### config.mk
export PLATFORM = sky130hd
export DESIGN_NAME = pipeline_hazard_controller
export DESIGN_NICKNAME = d
export VERILOG_FILES = /design/src/rtl/pipeline_ctrl_pkg.sv /design/src/rtl/pipeline_hazard_controller_watchdog.sv /design/src/rtl/pipeline_hazard_controller.sv
export SDC_FILE = /design/constraint.sdc
export NUM_CORES = 1
export LEC_CHECK = 0
export CAP_MARGIN = 5
export CORE_MARGIN = 1
export CORE_UTILIZATION = 36
export CTS_BUF_LIST = sky130_fd_sc_hd__clkbuf_16
export DETAILED_ROUTE_END_ITERATION = 7
export HOLD_SLACK_MARGIN = 0.06
export MAX_ROUTING_LAYER = met4
export PLACE_DENSITY_LB_ADDON = 0.3
export SLEW_MARGIN = 20
export SYNTH_ARGS = -nofsm -noshare
export SYNTH_HDL_FRONTEND = slang
export SYNTH_SLANG_ARGS = --single-unit
### constraint.sdc
create_clock -name clk -period 2.5 [get_ports clk]
set_input_delay 0.75 -clock clk [delete_from_list [all_inputs] [get_ports clk]]
set_output_delay 0.75 -clock clk [all_outputs]
set_load 0.05 [all_outputs]
### src/rtl/pipeline_ctrl_pkg.sv
// Shared definitions for the pipeline control slice: sequencer state
// encodings, watchdog fault codes and the instruction opcodes that the
// upstream dmem_req / branch decoders key on.
package pipeline_ctrl_pkg;

  typedef enum logic [2:0] {
    FILL     = 3'd0,
    RUN      = 3'd1,
    MEM_WAIT = 3'd2,
    FAULT    = 3'd3
  } ctrl_state_t;

  localparam logic [1:0] FAULT_NONE           = 2'b00;
  localparam logic [1:0] FAULT_MEM_TIMEOUT    = 2'b01;
  localparam logic [1:0] FAULT_STALL_DEADLOCK = 2'b10;

  localparam logic [5:0] RTYPE = 6'b000000;
  localparam logic [5:0] J     = 6'b000010;
  localparam logic [5:0] BEQ   = 6'b000100;
  localparam logic [5:0] BNE   = 6'b000101;
  localparam logic [5:0] ADDI  = 6'b001000;
  localparam logic [5:0] SLTI  = 6'b001010;
  localparam logic [5:0] LUI   = 6'b001111;
  localparam logic [5:0] LW    = 6'b100011;
  localparam logic [5:0] SW    = 6'b101011;

  // Opcodes that occupy the data-memory port in MEM (source of dmem_req).
  function automatic logic is_mem_op(input logic [5:0] opcode);
    return (opcode == LW) || (opcode == SW);
  endfunction

  // Conditional branches resolved in ID.
  function automatic logic is_branch_op(input logic [5:0] opcode);
    return (opcode == BEQ) || (opcode == BNE);
  endfunction

  // Unconditional jump decoded in ID.
  function automatic logic is_jump_op(input logic [5:0] opcode);
    return opcode == J;
  endfunction

  // Opcodes that write the register file in WB.
  function automatic logic writes_reg(input logic [5:0] opcode);
    return (opcode == RTYPE) || (opcode == ADDI) || (opcode == SLTI) ||
           (opcode == LUI)   || (opcode == LW);
  endfunction

endpackage

### src/rtl/pipeline_hazard_controller_watchdog.sv
// hazard_watchdog: counts consecutive cycles in which 'active' is high,
// clearing as soon as it drops. 'expire' fires combinationally on the cycle
// that would bring the run length up to LIMIT. The counter saturates.
module hazard_watchdog
  import pipeline_ctrl_pkg::*;
#(
  parameter int CNT_W = 5,
  parameter int LIMIT = 8
) (
  input  logic clk,
  input  logic rst,
  input  logic active,
  output logic expire
);

  localparam logic [CNT_W:0] LIMIT_W = (CNT_W + 1)'(LIMIT);

  logic [CNT_W-1:0] count;
  logic [CNT_W:0]   count_inc;

  assign count_inc = {1'b0, count} + 1'b1;
  assign expire    = active && (count_inc >= LIMIT_W);

  // Run-length counter: clears on an inactive cycle, saturates at all-ones.
  always_ff @(posedge clk or posedge rst) begin
    if (rst) begin
      count <= '0;
    end else if (!active) begin
      count <= '0;
    end else if (count != '1) begin
      count <= count + 1'b1;
    end
  end

endmodule

### src/rtl/pipeline_hazard_controller.sv
// pipeline_hazard_controller: central sequencer for the 5-stage pipeline.
// Produces write-enable and bubble/flush controls for every pipeline
// register from the FSM state and the current hazard/memory inputs.
// Optional build macro: HAZARD_PERF_COUNTERS_EN enables four 32-bit event
// counters; without it the perf_* ports are tied to zero.
module pipeline_hazard_controller
  import pipeline_ctrl_pkg::*;
#(
  parameter int FILL_CYCLES = 4,
  parameter int MEM_TIMEOUT = 16,
  parameter int MAX_STALL   = 8,
  parameter int CNT_W       = 5
) (
  input  logic        clk,
  input  logic        rst,
  input  logic        IDStall,
  input  logic        EXStall,
  input  logic        branch_taken,
  input  logic        jump,
  input  logic        dmem_req,
  input  logic        dmem_ready,
  output logic        pc_we,
  output logic        ifid_we,
  output logic        ifid_flush,
  output logic        idex_we,
  output logic        idex_bubble,
  output logic        exmem_we,
  output logic        exmem_bubble,
  output logic        memwb_bubble,
  output logic        fault,
  output logic [1:0]  fault_code,
  output logic [2:0]  state_o,
  output logic [31:0] perf_id_stall,
  output logic [31:0] perf_ex_stall,
  output logic [31:0] perf_mem_wait,
  output logic [31:0] perf_flush
);

  localparam logic [CNT_W:0] FILL_LIM = (CNT_W + 1)'(FILL_CYCLES);

  ctrl_state_t      state, state_next;
  logic [1:0]       fault_code_next;
  logic [CNT_W-1:0] fill_cnt, fill_cnt_next;
  logic             fill_done;
  logic             mem_hold;
  logic             run_active;
  logic             mem_expire;
  logic             stall_expire;

  // Memory not ready: either a new access stalls in RUN or we are still waiting.
  assign mem_hold   = ((state == RUN) && dmem_req && !dmem_ready) ||
                      ((state == MEM_WAIT) && !dmem_ready);
  // Normal hazard priority applies in RUN and on the MEM_WAIT completion cycle.
  assign run_active = ((state == RUN) || (state == MEM_WAIT)) && !mem_hold;
  assign fill_done  = ({1'b0, fill_cnt} + 1'b1) >= FILL_LIM;

  hazard_watchdog #(.CNT_W(CNT_W), .LIMIT(MEM_TIMEOUT)) u_mem_watchdog (
    .clk    (clk),
    .rst    (rst),
    .active ((state == MEM_WAIT) && !dmem_ready),
    .expire (mem_expire)
  );

  hazard_watchdog #(.CNT_W(CNT_W), .LIMIT(MAX_STALL)) u_stall_watchdog (
    .clk    (clk),
    .rst    (rst),
    .active ((state == RUN) && !mem_hold && (IDStall || EXStall)),
    .expire (stall_expire)
  );

  // State, fill counter and sticky fault code.
  always_ff @(posedge clk or posedge rst) begin
    if (rst) begin
      state      <= FILL;
      fill_cnt   <= '0;
      fault_code <= FAULT_NONE;
    end else begin
      state      <= state_next;
      fill_cnt   <= fill_cnt_next;
      fault_code <= fault_code_next;
    end
  end

  // Next-state logic; watchdog expiry only matters in the state it guards.
  always_comb begin
    state_next      = state;
    fill_cnt_next   = fill_cnt;
    fault_code_next = fault_code;
    case (state)
      FILL: begin
        if (fill_cnt != '1) fill_cnt_next = fill_cnt + 1'b1;
        if (fill_done) state_next = RUN;
      end
      RUN: begin
        if (mem_hold) begin
          state_next = MEM_WAIT;
        end else if (stall_expire) begin
          state_next      = FAULT;
          fault_code_next = FAULT_STALL_DEADLOCK;
        end
      end
      MEM_WAIT: begin
        if (dmem_ready) begin
          state_next = RUN;
        end else if (mem_expire) begin
          state_next      = FAULT;
          fault_code_next = FAULT_MEM_TIMEOUT;
        end
      end
      FAULT:   state_next = FAULT;
      default: state_next = FILL;
    endcase
  end

  // Pipeline register controls; reset and FAULT park every stage on NOPs.
  always_comb begin
    pc_we        = 1'b0;
    ifid_we      = 1'b0;
    ifid_flush   = 1'b0;
    idex_we      = 1'b0;
    idex_bubble  = 1'b0;
    exmem_we     = 1'b0;
    exmem_bubble = 1'b0;
    memwb_bubble = 1'b0;
    if (rst || (state == FAULT)) begin
      ifid_flush   = 1'b1;
      idex_bubble  = 1'b1;
      exmem_bubble = 1'b1;
      memwb_bubble = 1'b1;
    end else if (state == FILL) begin
      // Front end fetches while ID/EX is loaded with NOPs through its write port.
      pc_we       = 1'b1;
      ifid_we     = 1'b1;
      idex_we     = 1'b1;
      idex_bubble = 1'b1;
      exmem_we    = 1'b1;
    end else if (mem_hold) begin
      memwb_bubble = 1'b1;
    end else if (run_active) begin
      pc_we    = 1'b1;
      ifid_we  = 1'b1;
      idex_we  = 1'b1;
      exmem_we = 1'b1;
      if (EXStall) begin
        pc_we        = 1'b0;
        ifid_we      = 1'b0;
        idex_we      = 1'b0;
        exmem_bubble = 1'b1;
      end else if (IDStall) begin
        pc_we       = 1'b0;
        ifid_we     = 1'b0;
        idex_bubble = 1'b1;
      end else begin
        // A stalled branch is simply re-seen here once the stall clears.
        ifid_flush = branch_taken || jump;
      end
    end
  end

  assign fault   = (state == FAULT);
  assign state_o = state;

`ifdef HAZARD_PERF_COUNTERS_EN
  logic [31:0] perf_id_stall_reg, perf_ex_stall_reg, perf_mem_wait_reg, perf_flush_reg;

  // Free-running event counters, wrapping modulo 2^32.
  always_ff @(posedge clk or posedge rst) begin
    if (rst) begin
      perf_id_stall_reg <= '0;
      perf_ex_stall_reg <= '0;
      perf_mem_wait_reg <= '0;
      perf_flush_reg    <= '0;
    end else begin
      if (run_active && !EXStall && IDStall) perf_id_stall_reg <= perf_id_stall_reg + 1'b1;
      if (run_active && EXStall)             perf_ex_stall_reg <= perf_ex_stall_reg + 1'b1;
      if ((state == MEM_WAIT) && !dmem_ready) perf_mem_wait_reg <= perf_mem_wait_reg + 1'b1;
      if (ifid_flush)                        perf_flush_reg    <= perf_flush_reg + 1'b1;
    end
  end

  assign perf_id_stall = perf_id_stall_reg;
  assign perf_ex_stall = perf_ex_stall_reg;
  assign perf_mem_wait = perf_mem_wait_reg;
  assign perf_flush    = perf_flush_reg;
`else
  assign perf_id_stall = '0;
  assign perf_ex_stall = '0;
  assign perf_mem_wait = '0;
  assign perf_flush    = '0;
`endif

endmodule
* After elaboration in Yosys (flattened, before gate mapping)
Cells that the tools add are included.
** Word-level totals
- Flip-flop bits (word level) :: 20
- Input bits :: 8
- Output and inout bits :: 142
- Logic and storage cells :: 99
** Cells by class
- Add/subtract/negate cells :: 6
- $lt $le $gt $ge :: 3
- Equal/unequal tests :: 15
- Mux-type cells :: 50
- Reduce and logical (&&, ||, !) cells :: 20
** Operators by type and width (count)
- $mux 1 :: 35
- $mux 5 :: 4
- $add 5x1->6 const B :: 3
- $add 5x1->5 const B :: 3
- $mux 3 :: 5
- $ne 5x5->1 const B :: 3
- $ne 2x2->1 const B :: 7
- $pmux 3 s4 :: 1
- $logic_and 1x1->1 :: 8
- $mux 2 :: 4
- $eq 3x2->1 const B :: 2
- $ge 6x3->1 const B :: 1
- $ge 6x4->1 const B :: 1
- $ge 6x5->1 const B :: 1
- $ne 3x3->1 const B :: 2
- $logic_or 1x1->1 :: 5
- $reduce_and 5->1 :: 1
- $pmux 2 s2 :: 1
- $eq 3x1->1 const B :: 1
- $logic_not 3->1 :: 1
- $reduce_and 3->1 :: 1
- $logic_not 1->1 :: 2
- $reduce_and 2->1 :: 1
- $reduce_bool 2->1 :: 1

* Depth between registers and ports, before layout
Gate-level depths: netlist of the first run.
- Word-level depth :: 11
- Depth in mapped cells :: 7
- Depth with buffers taken out :: 7

* Hierarchy
Synthesis of the first run repeated with hierarchy kept, for this count alone.
** Unflattened totals
- Cell total of the unflattened synthesis :: 252
- Area, all modules :: 2190.9 um2
** Modules (own cells, without submodules)
- pipeline_hazard_controller :: instances 1, cells an instance 201, area each 1630.3 um2, seq. area each 225.2 um2
- hazard_watchdog (u_stall_watchdog) :: instances 1, cells an instance 26, area each 289.0 um2, seq. area each 125.1 um2
- hazard_watchdog (u_mem_watchdog) :: instances 1, cells an instance 25, area each 271.5 um2, seq. area each 125.1 um2

* Worst setup path after synthesis of the first run
No wires, ideal clock.
- Path type :: register to output
- Start :: register state[0] (netlist: state_o[0])
- End :: output port idex_we
- Arrival time :: 3175 ps
- Data required time :: 1750 ps
- Slack :: -1425 ps
- Cell stages (with the launch flop) :: 5
- Buffers on the path :: 0
- Cell sequence :: dfrtp_1 ha_1 nor2_1 a21boi_0 and2_1
** Between the ends
- Elaborated cells between the ends (all ways) :: 16
- Classes of those cells :: 3 x eq/ne; 4 x mux; 9 x reduce/logical
** RTL lines
- from (decl) :: line pipeline_hazard_controller.sv:41 : ctrl_state_t state, state_next;
- from (signal assigned) :: line pipeline_hazard_controller.sv:78 : state <= state_next;
- $eq 3x2->1
- named net fault :: line pipeline_hazard_controller.sv:30 : output logic fault,
- $logic_or 1x1->1 :: line pipeline_hazard_controller.sv:125 : if (rst || (state == FAULT)) begin
- $mux 1 :: line pipeline_hazard_controller.sv:125
- to (decl) :: line pipeline_hazard_controller.sv:25 : output logic idex_we,
The timed path passes the listed nets, and every way through them passes these cells.

* Worst setup path after layout of the first run
- Start :: register state[1] (netlist: state_o[1])
- End :: output port idex_bubble
** Between the ends
- Cells in the longest elaborated chain, start to end :: 10
- Elaborated cells between the ends (all ways) :: 16
- Classes of those cells :: 3 x eq/ne; 4 x mux; 9 x reduce/logical
** Ends and longest elaborated chain
- $eq 3x1->1 :: line pipeline_hazard_controller.sv:51, pipeline_hazard_controller.sv:54
- $logic_and 1x1->1 (2 in a row) :: line pipeline_hazard_controller.sv:51 : assign mem_hold = ((state == RUN) && dmem_req && !dmem_ready) ||
- $logic_or 1x1->1 :: line pipeline_hazard_controller.sv:51
- $logic_not 1->1 :: line pipeline_hazard_controller.sv:54 : assign run_active = ((state == RUN) || (state == MEM_WAIT)) && !mem_hold;
- $logic_and 1x1->1 :: line pipeline_hazard_controller.sv:54
- $mux 1 :: line pipeline_hazard_controller.sv:139 : end else if (run_active) begin
- $mux 1 :: line pipeline_hazard_controller.sv:137 : end else if (mem_hold) begin
- $mux 1 :: line pipeline_hazard_controller.sv:130 : end else if (state == FILL) begin
- $mux 1 * :: line pipeline_hazard_controller.sv:125
- to (decl) :: line pipeline_hazard_controller.sv:26 : output logic idex_bubble,
Every way passes the cells marked *; elsewhere a longest branch is shown, timed or not.

==> impl_summary.md, run 1 <==
Hold path
The class of the worst hold path is reg -> reg.

Setup path
Data on the critical path is required at its endpoint by approximately 1.8 ns. The critical path endpoint category is a primary output. The critical setup path kind is reg -> out. Along the worst path, the maximum fanout reaches 4.

The critical path arrival is roughly 1.8 ns. The worst setup path is launched from a register.

Run
Max-cap violations in this run came to 0.

Synthesis
The number of distinct library cells after synthesis is 40. The gate count of the mapped netlist is around 250. Among all flip-flop cells after synthesis, the most frequent one is dfrtp_1. The number of enable flip-flop cells after synthesis is 0.

In this run the cell area of the synthesized design comes to 0.00220 mm2. For this run, the number of Yosys warnings is 0. The average instance in the mapped netlist occupies 8.65 um2.

After synthesis, flip-flops and latches occupy 21.6% of the total area. The post-synthesis async set-or-reset flop share is 100%. The synthesized design contains 19 register bits.

Route
For this block, the via count after detailed routing is about 1400. The number of DRC violations after detailed routing is 0. The detailed router finished its first iteration with 45 violations. The number of optimization iterations in the first detailed-route pass is 4. After detailed routing, the number of vias per cell comes to around 3.7. The detailed-route wire length per cell is 8.22 um.

The count of nets left with antenna violations once routing finished came out at 0. The final layout contains routed wiring with a total length of 3040 um.

Power and ir drop
The internal portion of total power is 573 uW. The ratio of total power to cell area is 475 mW/mm2. In this run the power spent charging and discharging nets is 581 uW. The highest ir drop seen on vdd is 0.285 mV. Of the total power, the clock network draws between 20% and 30%. The share of power burned in combinational logic is 42.1%. Of the total power, registers draw a little over 30%.

The cell leakage power is 0.00129 uW. The share of total power consumed by net switching is 50.3%.

Die
The floorplan step set the die width to 80.1 um. Row generation in the floorplan step produced 28 rows. The area of the die is 0.00642 mm2. The region available for standard cell placement spans roughly 0.0059 mm2. The die is approximately 80 um tall. The effective utilization at floorplan is 37.1%.

The number of placed I/O pins is 150.

CTS
After clock tree synthesis, the clock-pin slew on the worst setup and hold paths is 0.05 ns. The clock tree root buffer cell is clkbuf_16. In this run the number of H-tree levels came out at 1. TritonCTS built the clock tree. The later-pin clock latency in the skew report is 0.25 ns. The number of clock buffers added by TritonCTS is 3. Counting along the longest clock path gives a buffer depth of 2. The clock net in this run drives a total of 19 sinks.

STA
The total setup violations reported at the end of the flow is 2. The number of max-slew violations in the final report is 0. The final critical path time including I/O delays and setup is 2.55 ns. The worst setup margin is -0.0531 ns. The fmax is 392 MHz. Of the available clock period, the critical path in the final layout requires 102%. The count of endpoints failing hold in the final timing report is 0.

The clock tree skew after final layout is 0.000951 ns. Setup repair after global routing could not meet its margin everywhere.

Placement
The placed standard-cell area is 0.00221 mm2. The placed wire-length estimate is 2400 um. The count of buffers added on input and output ports is 20. The final weighted congestion of routability-driven global placement is between 0.7 and 0.8.

Outcome
The flow ran to the end, but the final reports show violations. The final reports fail on setup timing.

GRT
The number of antenna violations at the first check in global routing is 0. The number of global-route vias before repair is 1103. The first global-routing pass estimated roughly 5000 um of wire. The overflow left after global routing is 0.

The total routing resource utilization after global routing is between 10% and 20%. Entering global routing, the biggest net connects 14 pins.

Finish
In the final design database the tool counted 315 nets. From synthesis to final layout, the design area changed by 10.6%. The layout cell share with drive strength beyond 1 is 20.4%. After routing the design area is 0.00243 mm2. The utilization after layout is about two fifths. The number of inserted diodes is 0.
==> flip-flops by register name, indices dropped and copies added (netlist names) <==
signal / count
u_stall_watchdog.count: 5
fill_cnt: 5
fault_code: 2
u_mem_watchdog.count: 5
state_o: 2
==> cells in the final DEF, fill, tap and decap left out, drive strengths merged, types with 4 or more instances in the layout <==
cell type	n
nor2	16
ha	12
conb	129
buf	30
dfrtp	19
nor2b	6
o21ai	8
xor2	4
and3	4
nand2	4
mux2i	5
clkdlybuf4s50	4
inv	6
xnor2	6
==> synth_stat cells, drive strengths merged (4+ instances only) <==
cell type / instances / area [um2]
buf: 130 / 976
dfrtp: 19 / 475
nor2: 16 / 60.1
ha: 12 / 150
o21ai: 8 / 43.8
nor2b: 6 / 37.5
xnor2: 6 / 52.6
inv: 5 / 18.8
mux2i: 5 / 50.1
and3: 4 / 25.0
nand2: 4 / 15.0
xor2: 4 / 35.0
==> worst max-delay path, stage by stage (launching register included) <==
cell and delay [ns]:
dfrtp_2 0.45, inv_4 0.10, ha_4 0.14, a21oi_4 0.06, o21ai_4 0.16, nor2_1 0.06
a2111o_2 0.43, buf_8 0.16
==> power by group through the flow <==
stage	Clock, uW	Sequential, uW	Combinational (uW)
after CTS	328	351	483
after detailed placement	0	356	485
after global routing	343	354	515
final	319	350	486
after global placement	0	354	483
after floorplan	0	350	618
==> layer usage <==
metal  vias up  share of wire (%)  track usage, %
met5         -                  0               -
met4         0                1.3            2.68
met3         6                7.3            2.84
met2        82                 48            15.6
met1       626                 44            13.1
li1        652                  -               -
==> cell families after synthesis <==
logic type	Yosys count	synth area share, %
compound gates	27	9.00
xor+xnor	10	3.99
fa+ha+maj	12	6.83
buf+inv	137	45.7
flops	19	21.6
mux	7	3.30
other cells	1	0.171
simple gates	41	9.40
==> layout make-up <==
class / instances / area [um2]
fillers: 615 / 3490
multi-input cells: 226 / 1340
flip-flops and latches: 19 / 478
repair buffers: 40 / 417
well taps: 75 / 93.8
clock buffers: 3 / 75.1
inverters: 5 / 23.8
clock inverters: 1 / 3.75
==> repair_timing <==
item	CTS	global route
hold buffers	0	0
pin swaps	5	5
buffers inserted	9	2
setup endpoints to repair	8	6
gates resized for setup	18	9
==> metrics by stage <==
stage,cells,setup slack [ns],power (uW),hold slack [ns],TNS (ns)
after global placement,354,-0.439,837,0.518,-2.61
after CTS,367,-0.0924,1160,0.537,-0.174
after global routing,369,-0.137,1210,0.567,-0.311
after floorplan,382,-0.0923,967,0.493,-0.200
final,369,-0.0531,1150,0.534,-0.0669
after detailed placement,354,-0.437,840,0.530,-2.62
==> final timing paths <==
kind                                                            start                               endpoint  slack (ns)  depth (start not counted)
worst max-delay path                           state_o[1]$_DFFE_PP0P_                            idex_bubble       -0.05                          7
worst min-delay path                          fill_cnt[0]$_DFFE_PP0P_                fill_cnt[0]$_DFFE_PP0P_        0.53                          1
worst max register to register  u_stall_watchdog.count[0]$_DFFE_PP0P_              fault_code[0]$_DFFE_PP0P_        0.49                          7
worst min register to register                fill_cnt[0]$_DFFE_PP0P_                fill_cnt[0]$_DFFE_PP0P_        0.53                          1
max in group asynchronous                                         rst  u_stall_watchdog.count[0]$_DFFE_PP0P_        1.40                          3
min in group asynchronous                                         rst                 state_o[1]$_DFFE_PP0P_        0.64                          2
Note: power is estimated with default switching activity, not from simulation.
==> run 2: changes to the inputs <==
- CTS_CLUSTER_SIZE: default -> 8
==> results of run 2 <==
Final layout, timing and power as in run 1 (identical DEF).
==> run 3: changes to the inputs <==
- CAP_MARGIN: 5 -> default
==> results of run 3 <==
Final layout, timing and power as in run 1 (identical DEF).
